$ cat config.mk
export PLATFORM = sky130hd
export DESIGN_NAME = instr_fetch_buffer
export DESIGN_NICKNAME = d
export VERILOG_FILES = /design/src/rtl/fetch_pkg.sv /design/src/rtl/fetch_fifo.sv /design/src/rtl/instr_fetch_buffer.sv
export SDC_FILE = /design/constraint.sdc
export NUM_CORES = 1
export LEC_CHECK = 0
export CORE_UTILIZATION = 35
export CTS_CLUSTER_SIZE = 14
export DETAILED_ROUTE_END_ITERATION = 8
export PLACE_DENSITY = 0.66
export SETUP_SLACK_MARGIN = 0.1
export SLEW_MARGIN = 40
export SYNTH_ARGS = -nofsm -noshare
export SYNTH_HDL_FRONTEND = slang
export SYNTH_SLANG_ARGS = --single-unit
$ cat constraint.sdc
create_clock -name i_clk_w -period 3.1 [get_ports i_clk_w]
set_input_delay 0.62 -clock i_clk_w [delete_from_list [all_inputs] [get_ports i_clk_w]]
set_output_delay 0.62 -clock i_clk_w [all_outputs]
set_load 0.005 [all_outputs]
$ cat src/rtl/fetch_pkg.sv
// Shared types and constants for the instruction fetch buffer.
package fetch_pkg;

  typedef enum logic [1:0] {
    IDLE = 2'd0,
    WAIT = 2'd1,
    DROP = 2'd2
  } fetch_state_t;

  localparam logic [31:0] PC_STEP = 32'd4;

  typedef struct packed {
    logic [31:0] pc;
    logic [31:0] instr;
  } fetch_entry_t;

  // Fetch addresses are always word aligned; the low two bits are discarded.
  function automatic logic [31:0] word_align(input logic [31:0] addr);
    return {addr[31:2], 2'b00};
  endfunction

endpackage

$ cat src/rtl/fetch_fifo.sv
// First-word-fall-through FIFO holding {pc, instr} pairs for the fetch stage.
// Flush has priority over push and pop; head outputs read as zero when empty.
module fetch_fifo
  import fetch_pkg::*;
#(
  parameter int DEPTH = 4
) (
  input  logic                         clk,
  input  logic                         rst,
  input  logic                         push,
  input  logic                         pop,
  input  logic                         flush,
  input  logic [31:0]                  wr_pc,
  input  logic [31:0]                  wr_instr,
  output logic [$clog2(DEPTH+1)-1:0]   count,
  output logic [31:0]                  head_pc,
  output logic [31:0]                  head_instr
);

  localparam int AW = $clog2(DEPTH);
  localparam int CW = $clog2(DEPTH + 1);
  localparam logic [CW-1:0] FULL_COUNT = CW'(DEPTH);

  fetch_entry_t  mem [DEPTH];
  fetch_entry_t  head_entry;
  logic [AW-1:0] wr_ptr;
  logic [AW-1:0] rd_ptr;
  logic          do_push;
  logic          do_pop;

  assign do_push = push & ~flush & (count != FULL_COUNT);
  assign do_pop  = pop & ~flush & (count != {CW{1'b0}});

  // Storage write: only the slot under wr_ptr changes on an accepted push.
  always_ff @(posedge clk) begin
    if (do_push) begin
      mem[wr_ptr] <= {wr_pc, wr_instr};
    end
  end

  // Pointer and occupancy bookkeeping; a flush empties the FIFO in one edge.
  always_ff @(posedge clk or posedge rst) begin
    if (rst) begin
      wr_ptr <= {AW{1'b0}};
      rd_ptr <= {AW{1'b0}};
      count  <= {CW{1'b0}};
    end else if (flush) begin
      wr_ptr <= {AW{1'b0}};
      rd_ptr <= {AW{1'b0}};
      count  <= {CW{1'b0}};
    end else begin
      if (do_push) begin
        wr_ptr <= wr_ptr + AW'(1'b1);
      end
      if (do_pop) begin
        rd_ptr <= rd_ptr + AW'(1'b1);
      end
      count <= count + CW'(do_push) - CW'(do_pop);
    end
  end

  // Head presentation: forced to zero when empty so stale slots never leak out.
  always_comb begin
    head_entry = mem[rd_ptr];
    if (count != {CW{1'b0}}) begin
      head_pc    = head_entry.pc;
      head_instr = head_entry.instr;
    end else begin
      head_pc    = 32'd0;
      head_instr = 32'd0;
    end
  end

endmodule

$ cat src/rtl/instr_fetch_buffer.sv
// Fetch stage ahead of the single-cycle MIPS core: one outstanding word fetch
// over req/ack, a FWFT buffer toward the core, and redirect handling that
// flushes buffered words and discards a fetch still in flight.
// Optional feature macro: FETCH_ALIGN_CHECK_EN adds the sticky o_fetch_err_w
// flag for misaligned redirect targets.
module instr_fetch_buffer
  import fetch_pkg::*;
#(
  parameter int          DEPTH    = 4,
  parameter logic [31:0] RESET_PC = 32'h0000_0000
) (
  input  logic        i_clk_w,
  input  logic        i_rst_w,
  output logic        o_mem_req_w,
  output logic [31:0] o_mem_addr_w,
  input  logic        i_mem_ack_w,
  input  logic [31:0] i_mem_rdata_w,
  output logic        o_instr_valid_w,
  output logic [31:0] o_instr_w,
  output logic [31:0] o_pc_w,
  input  logic        i_instr_ready_w,
  input  logic        i_redirect_w,
  input  logic [31:0] i_redirect_pc_w
`ifdef FETCH_ALIGN_CHECK_EN
  ,
  output logic        o_fetch_err_w
`endif
);

  localparam int CW = $clog2(DEPTH + 1);
  localparam logic [CW-1:0] FULL_COUNT = CW'(DEPTH);

  fetch_state_t  state;
  fetch_state_t  state_next;
  logic [31:0]   fetch_pc;
  logic [31:0]   pc_next;
  logic [CW-1:0] count;
  logic [CW-1:0] count_next;
  logic          push;
  logic          pop;
  logic          instr_valid;

  // A redirect discards both the returning word and the core's pop.
  assign instr_valid = (count != {CW{1'b0}});
  assign pop         = instr_valid & i_instr_ready_w & ~i_redirect_w;
  assign push        = (state == WAIT) & i_mem_ack_w & ~i_redirect_w;
  assign count_next  = count + CW'(push) - CW'(pop);

  assign o_mem_req_w     = (state == WAIT);
  assign o_mem_addr_w    = fetch_pc;
  assign o_instr_valid_w = instr_valid;

  fetch_fifo #(
    .DEPTH (DEPTH)
  ) u_fifo (
    .clk        (i_clk_w),
    .rst        (i_rst_w),
    .push       (push),
    .pop        (pop),
    .flush      (i_redirect_w),
    .wr_pc      (fetch_pc),
    .wr_instr   (i_mem_rdata_w),
    .count      (count),
    .head_pc    (o_pc_w),
    .head_instr (o_instr_w)
  );

  // State and fetch address registers.
  always_ff @(posedge i_clk_w or posedge i_rst_w) begin
    if (i_rst_w) begin
      state    <= IDLE;
      fetch_pc <= word_align(RESET_PC);
    end else begin
      state    <= state_next;
      fetch_pc <= pc_next;
    end
  end

  // Next fetch address: redirect target wins, otherwise advance on each accepted word.
  always_comb begin
    if (i_redirect_w) begin
      pc_next = word_align(i_redirect_pc_w);
    end else if (push) begin
      pc_next = fetch_pc + PC_STEP;
    end else begin
      pc_next = fetch_pc;
    end
  end

  // Next-state logic: request only while a free slot will exist after this edge.
  always_comb begin
    state_next = state;
    case (state)
      IDLE: begin
        if (i_redirect_w) begin
          state_next = IDLE;
        end else if (count_next < FULL_COUNT) begin
          state_next = WAIT;
        end else begin
          state_next = IDLE;
        end
      end
      WAIT: begin
        if (i_redirect_w) begin
          if (i_mem_ack_w) begin
            state_next = IDLE;
          end else begin
            state_next = DROP;
          end
        end else if (i_mem_ack_w) begin
          if (count_next < FULL_COUNT) begin
            state_next = WAIT;
          end else begin
            state_next = IDLE;
          end
        end else begin
          state_next = WAIT;
        end
      end
      DROP: begin
        // The stale ack arrives with req low; swallow it and start afresh.
        if (i_mem_ack_w) begin
          state_next = IDLE;
        end else begin
          state_next = DROP;
        end
      end
      default: begin
        state_next = IDLE;
      end
    endcase
  end

`ifdef FETCH_ALIGN_CHECK_EN
  logic fetch_err;

  // Sticky flag for any redirect whose target is not word aligned.
  always_ff @(posedge i_clk_w or posedge i_rst_w) begin
    if (i_rst_w) begin
      fetch_err <= 1'b0;
    end else if (i_redirect_w && (i_redirect_pc_w[1:0] != 2'b00)) begin
      fetch_err <= 1'b1;
    end else begin
      fetch_err <= fetch_err;
    end
  end

  assign o_fetch_err_w = fetch_err;
`endif

endmodule
==> impl_metrics.env <==
export IMPL_rsz0062_at_grt="true"
export IMPL_fillers=2847
export IMPL_regArea_sq_um=8430
export IMPL_synthMuxAreaShare_pct=12.0
export IMPL_antenna_found_initial=0
export IMPL_timing_critical_path_to="o_pc_w[24]"
export IMPL_synth_avg_cell_area_sq_um=17.6
export IMPL_syn_cell_area_sq_um=11800
export IMPL_ys_ff_latch=287
export IMPL_crit_path_end_kind="primary output"
export IMPL_grt_usage_pct=15.6
export IMPL_synth_top_family_by_area="multiplexers"
export IMPL_dp_cells=1265
export IMPL_via_per_inst=4.95
export IMPL_min_period_ns=2.98
export IMPL_setup_slack_ns=0.123
export IMPL_hold_viol=0
export IMPL_max_cap_viol_count=0
export IMPL_die_y_um=185
export IMPL_grt_max_degree=64
export IMPL_grt_ovfl_total=0
export IMPL_clkTransAtPathRegs_ns=0.06
export IMPL_utilization_pct=46.4
export IMPL_fin_cells=1328
export IMPL_worstPathArrival_ns=2.36
export IMPL_yosys_warnings=0
export IMPL_synth_compound_area_share_pct=2.81
export IMPL_tritoncts="done"
export IMPL_yosys_area_top_type="edfxtp_1"
export IMPL_placementRows=66
export IMPL_drtPass1Iterations=5
export IMPL_die_x_um=185
export IMPL_gp_congestion=0.761
export IMPL_yosys_area_share_adder_pct=1.13
export IMPL_grt_pass1_vias=6702
export IMPL_r2r_cells=5
export IMPL_nNetsFinal=945
export IMPL_r2r_slack_ns=0.75
export IMPL_synth_edf_count=248
export IMPL_synthArstFlopShare_pct=13.6
export IMPL_ios=167
export IMPL_synthFlopType="edfxtp_1"
export IMPL_ant_nets=0
export IMPL_yosys_top_cells_count="edfxtp_1 (248), and2_1 (67), mux4_2 (62)"
export IMPL_port_buffers=160
export IMPL_multi_input_area_sq_um=3140
export IMPL_synth_most_common_cell="edfxtp_1"
export IMPL_tns_ns=0
export IMPL_clock_latency_ns=0.55
export IMPL_r2r_end="o_mem_addr_w[22]$_DFFE_PP0N_"
export IMPL_wl_per_cell_um=19.9
export IMPL_start_kind="flip-flop"
export IMPL_p_per_area_nw_per_um2=739
export IMPL_vias=6570
export IMPL_post_dp_hpwl_mm=16.2
export IMPL_synth_xor_area_share_pct=1.04
export IMPL_cts_inserted_buffers=30
export IMPL_p_total_uw=11300
export IMPL_core_area_sq_um=32800
export IMPL_period_share_pct=96.0
export IMPL_start_util_pct=35.9
export IMPL_leakage_uw=0.00523
export IMPL_path_class="reg2out"
export IMPL_synthTopCellsByArea="edfxtp_1 (63%), mux4_2 (12%), dfrtp_1 (8.3%)"
export IMPL_root_buffer="clkbuf_16"
export IMPL_synth_simple_area_share_pct=9.36
export IMPL_synth_top_cell_area_share_pct=63.3
export IMPL_worstMarginPinSlew_ns=0.675
export IMPL_skew_ns=0.0109
export IMPL_setup_violations_final=0
export IMPL_wirelength_mm=26.4
export IMPL_synth_cell_type_count=48
export IMPL_layout_drive_gt1_share_pct=17.8
export IMPL_ys_seq_area_share_pct=71.6
export IMPL_crit_fanout=10
export IMPL_dieArea_sq_um=34300
export IMPL_cp_startpoint="u_fifo.rd_ptr[0]$_DFFE_PP0P_"
export IMPL_fmax_mhz=336
export IMPL_ctsHoldBuffers=0
export IMPL_grt_pass1_wl_mm=40.2
export IMPL_dpl_worst_slack_ns=0.314
export IMPL_htree_num_levels=1
export IMPL_maxSlewViolCount=0
export IMPL_crit_required_ns=2.48
export IMPL_slew_headroom_pct=54.6
export IMPL_area_delta_synth_final_pct=29.5
export IMPL_clk_path_buf_depth=3
export IMPL_status="finished clean"
export IMPL_worstHoldPathType="in2async"
export IMPL_cts_sinks=287
export IMPL_ir_drop_v=0.000417
export IMPL_regToRegStartpoint="o_mem_addr_w[3]$_DFFE_PP0N_"
export IMPL_dr_first_iter_drc_count=386
export IMPL_route_detailed_drc=0
export IMPL_diodes=0
export IMPL_syn_instance_count=669
==> cell usage in the layout (no fill, tap or decap), types with 10 or more instances in the layout <==
cell type / count
edfxtp_1: 248
clkdlybuf4s50_1: 118
mux4_2: 62
and2_1: 58
dlygate4sd2_1: 41
dfrtp_1: 37
nand2_1: 33
clkbuf_16: 31
buf_4: 21
nor2_1: 19
nand3_1: 15
inv_1: 14
or4_1: 14
o21ai_0: 14
buf_12: 14
a31oi_1: 11
o31ai_1: 10
clkbuf_1: 10
==> logic make-up (layout without fill, tap and decap cells) <==
group / count (synthesis) / count (layout)
muxes: 64 / 64
and+or+nand+nor: 191 / 191
adders and majority gates: 10 / 10
DFF: 287 / 287
AOI/OAI and AO/OA: 50 / 50
xor gates and xnor gates: 14 / 14
buffers and inverters: 52 / 266
other: 1 / 4
==> power breakdown <==
part,internal (uW),switching (uW),total (uW)
clock network,2030,1380,3410
logic,1890,1330,3220
registers,4440,176,4620
total,8360,2890,11300
==> metrics by stage <==
step | hold WS, ns | cell area, sq um
3_5_place_dp | 0.477 | 14100
6_report | 0.448 | 15200
4_1_cts | 0.439 | 15200
2_1_floorplan | 0.448 | 11800
5_1_grt | 0.503 | 15200
3_3_place_gp | 0.471 | 14100
==> how the worst min path moves through the flow <==
stage | slack, ns | from | to
after floorplan | 0.45 | state[1]$_DFF_PP0_ | state[0]$_DFF_PP0_
after global placement | 0.47 | state[1]$_DFF_PP0_ | state[0]$_DFF_PP0_
after detailed placement | 0.48 | state[1]$_DFF_PP0_ | state[0]$_DFF_PP0_
after CTS | 0.44 | i_rst_w | o_mem_addr_w[9]$_DFFE_PP0N_
after global routing | 0.50 | i_rst_w | o_mem_addr_w[12]$_DFFE_PP0N_
final | 0.45 | i_rst_w | o_mem_addr_w[9]$_DFFE_PP0N_
==> sequential cells by signal, summed over array words and instances, names as in the netlist <==
signal / cells
u_fifo.wr_ptr: 2
u_fifo.rd_ptr: 2
u_fifo.count: 3
state: 2
o_mem_addr_w: 30
u_fifo.mem: 248
==> layout make-up <==
cell class,count,share of cell area [%]
Sequential cell,287,55.4
Clock inverter,9,0.600
Multi-Input combinational cell,333,20.7
Inverter,14,0.345
Timing Repair Buffer,200,13.9
Clock buffer,43,5.52
Tap cell,442,3.63
==> worst max-delay path: stages (launching register included) <==
cell,delay [ns]
dfrtp_4,0.48
buf_8,0.19
mux4_2,0.51
and2_1,0.19
clkdlybuf4s50_1,0.44
==> per-layer routing <==
metal	wire length, um	global-route usage [%]	vias to the layer above
met4	483	3.57	0
met3	1490	2.58	35
met1	12000	21.8	3316
met2	12400	25.3	197
li1	-	-	3022
met5	0	0	-
==> repair_timing <==
item,CTS,global route
setup endpoints to repair,62,21
gates resized for setup,55,2
cloned,2,0
setup buffers,2,7
No activity file was read; power rests on OpenSTA's default activity.
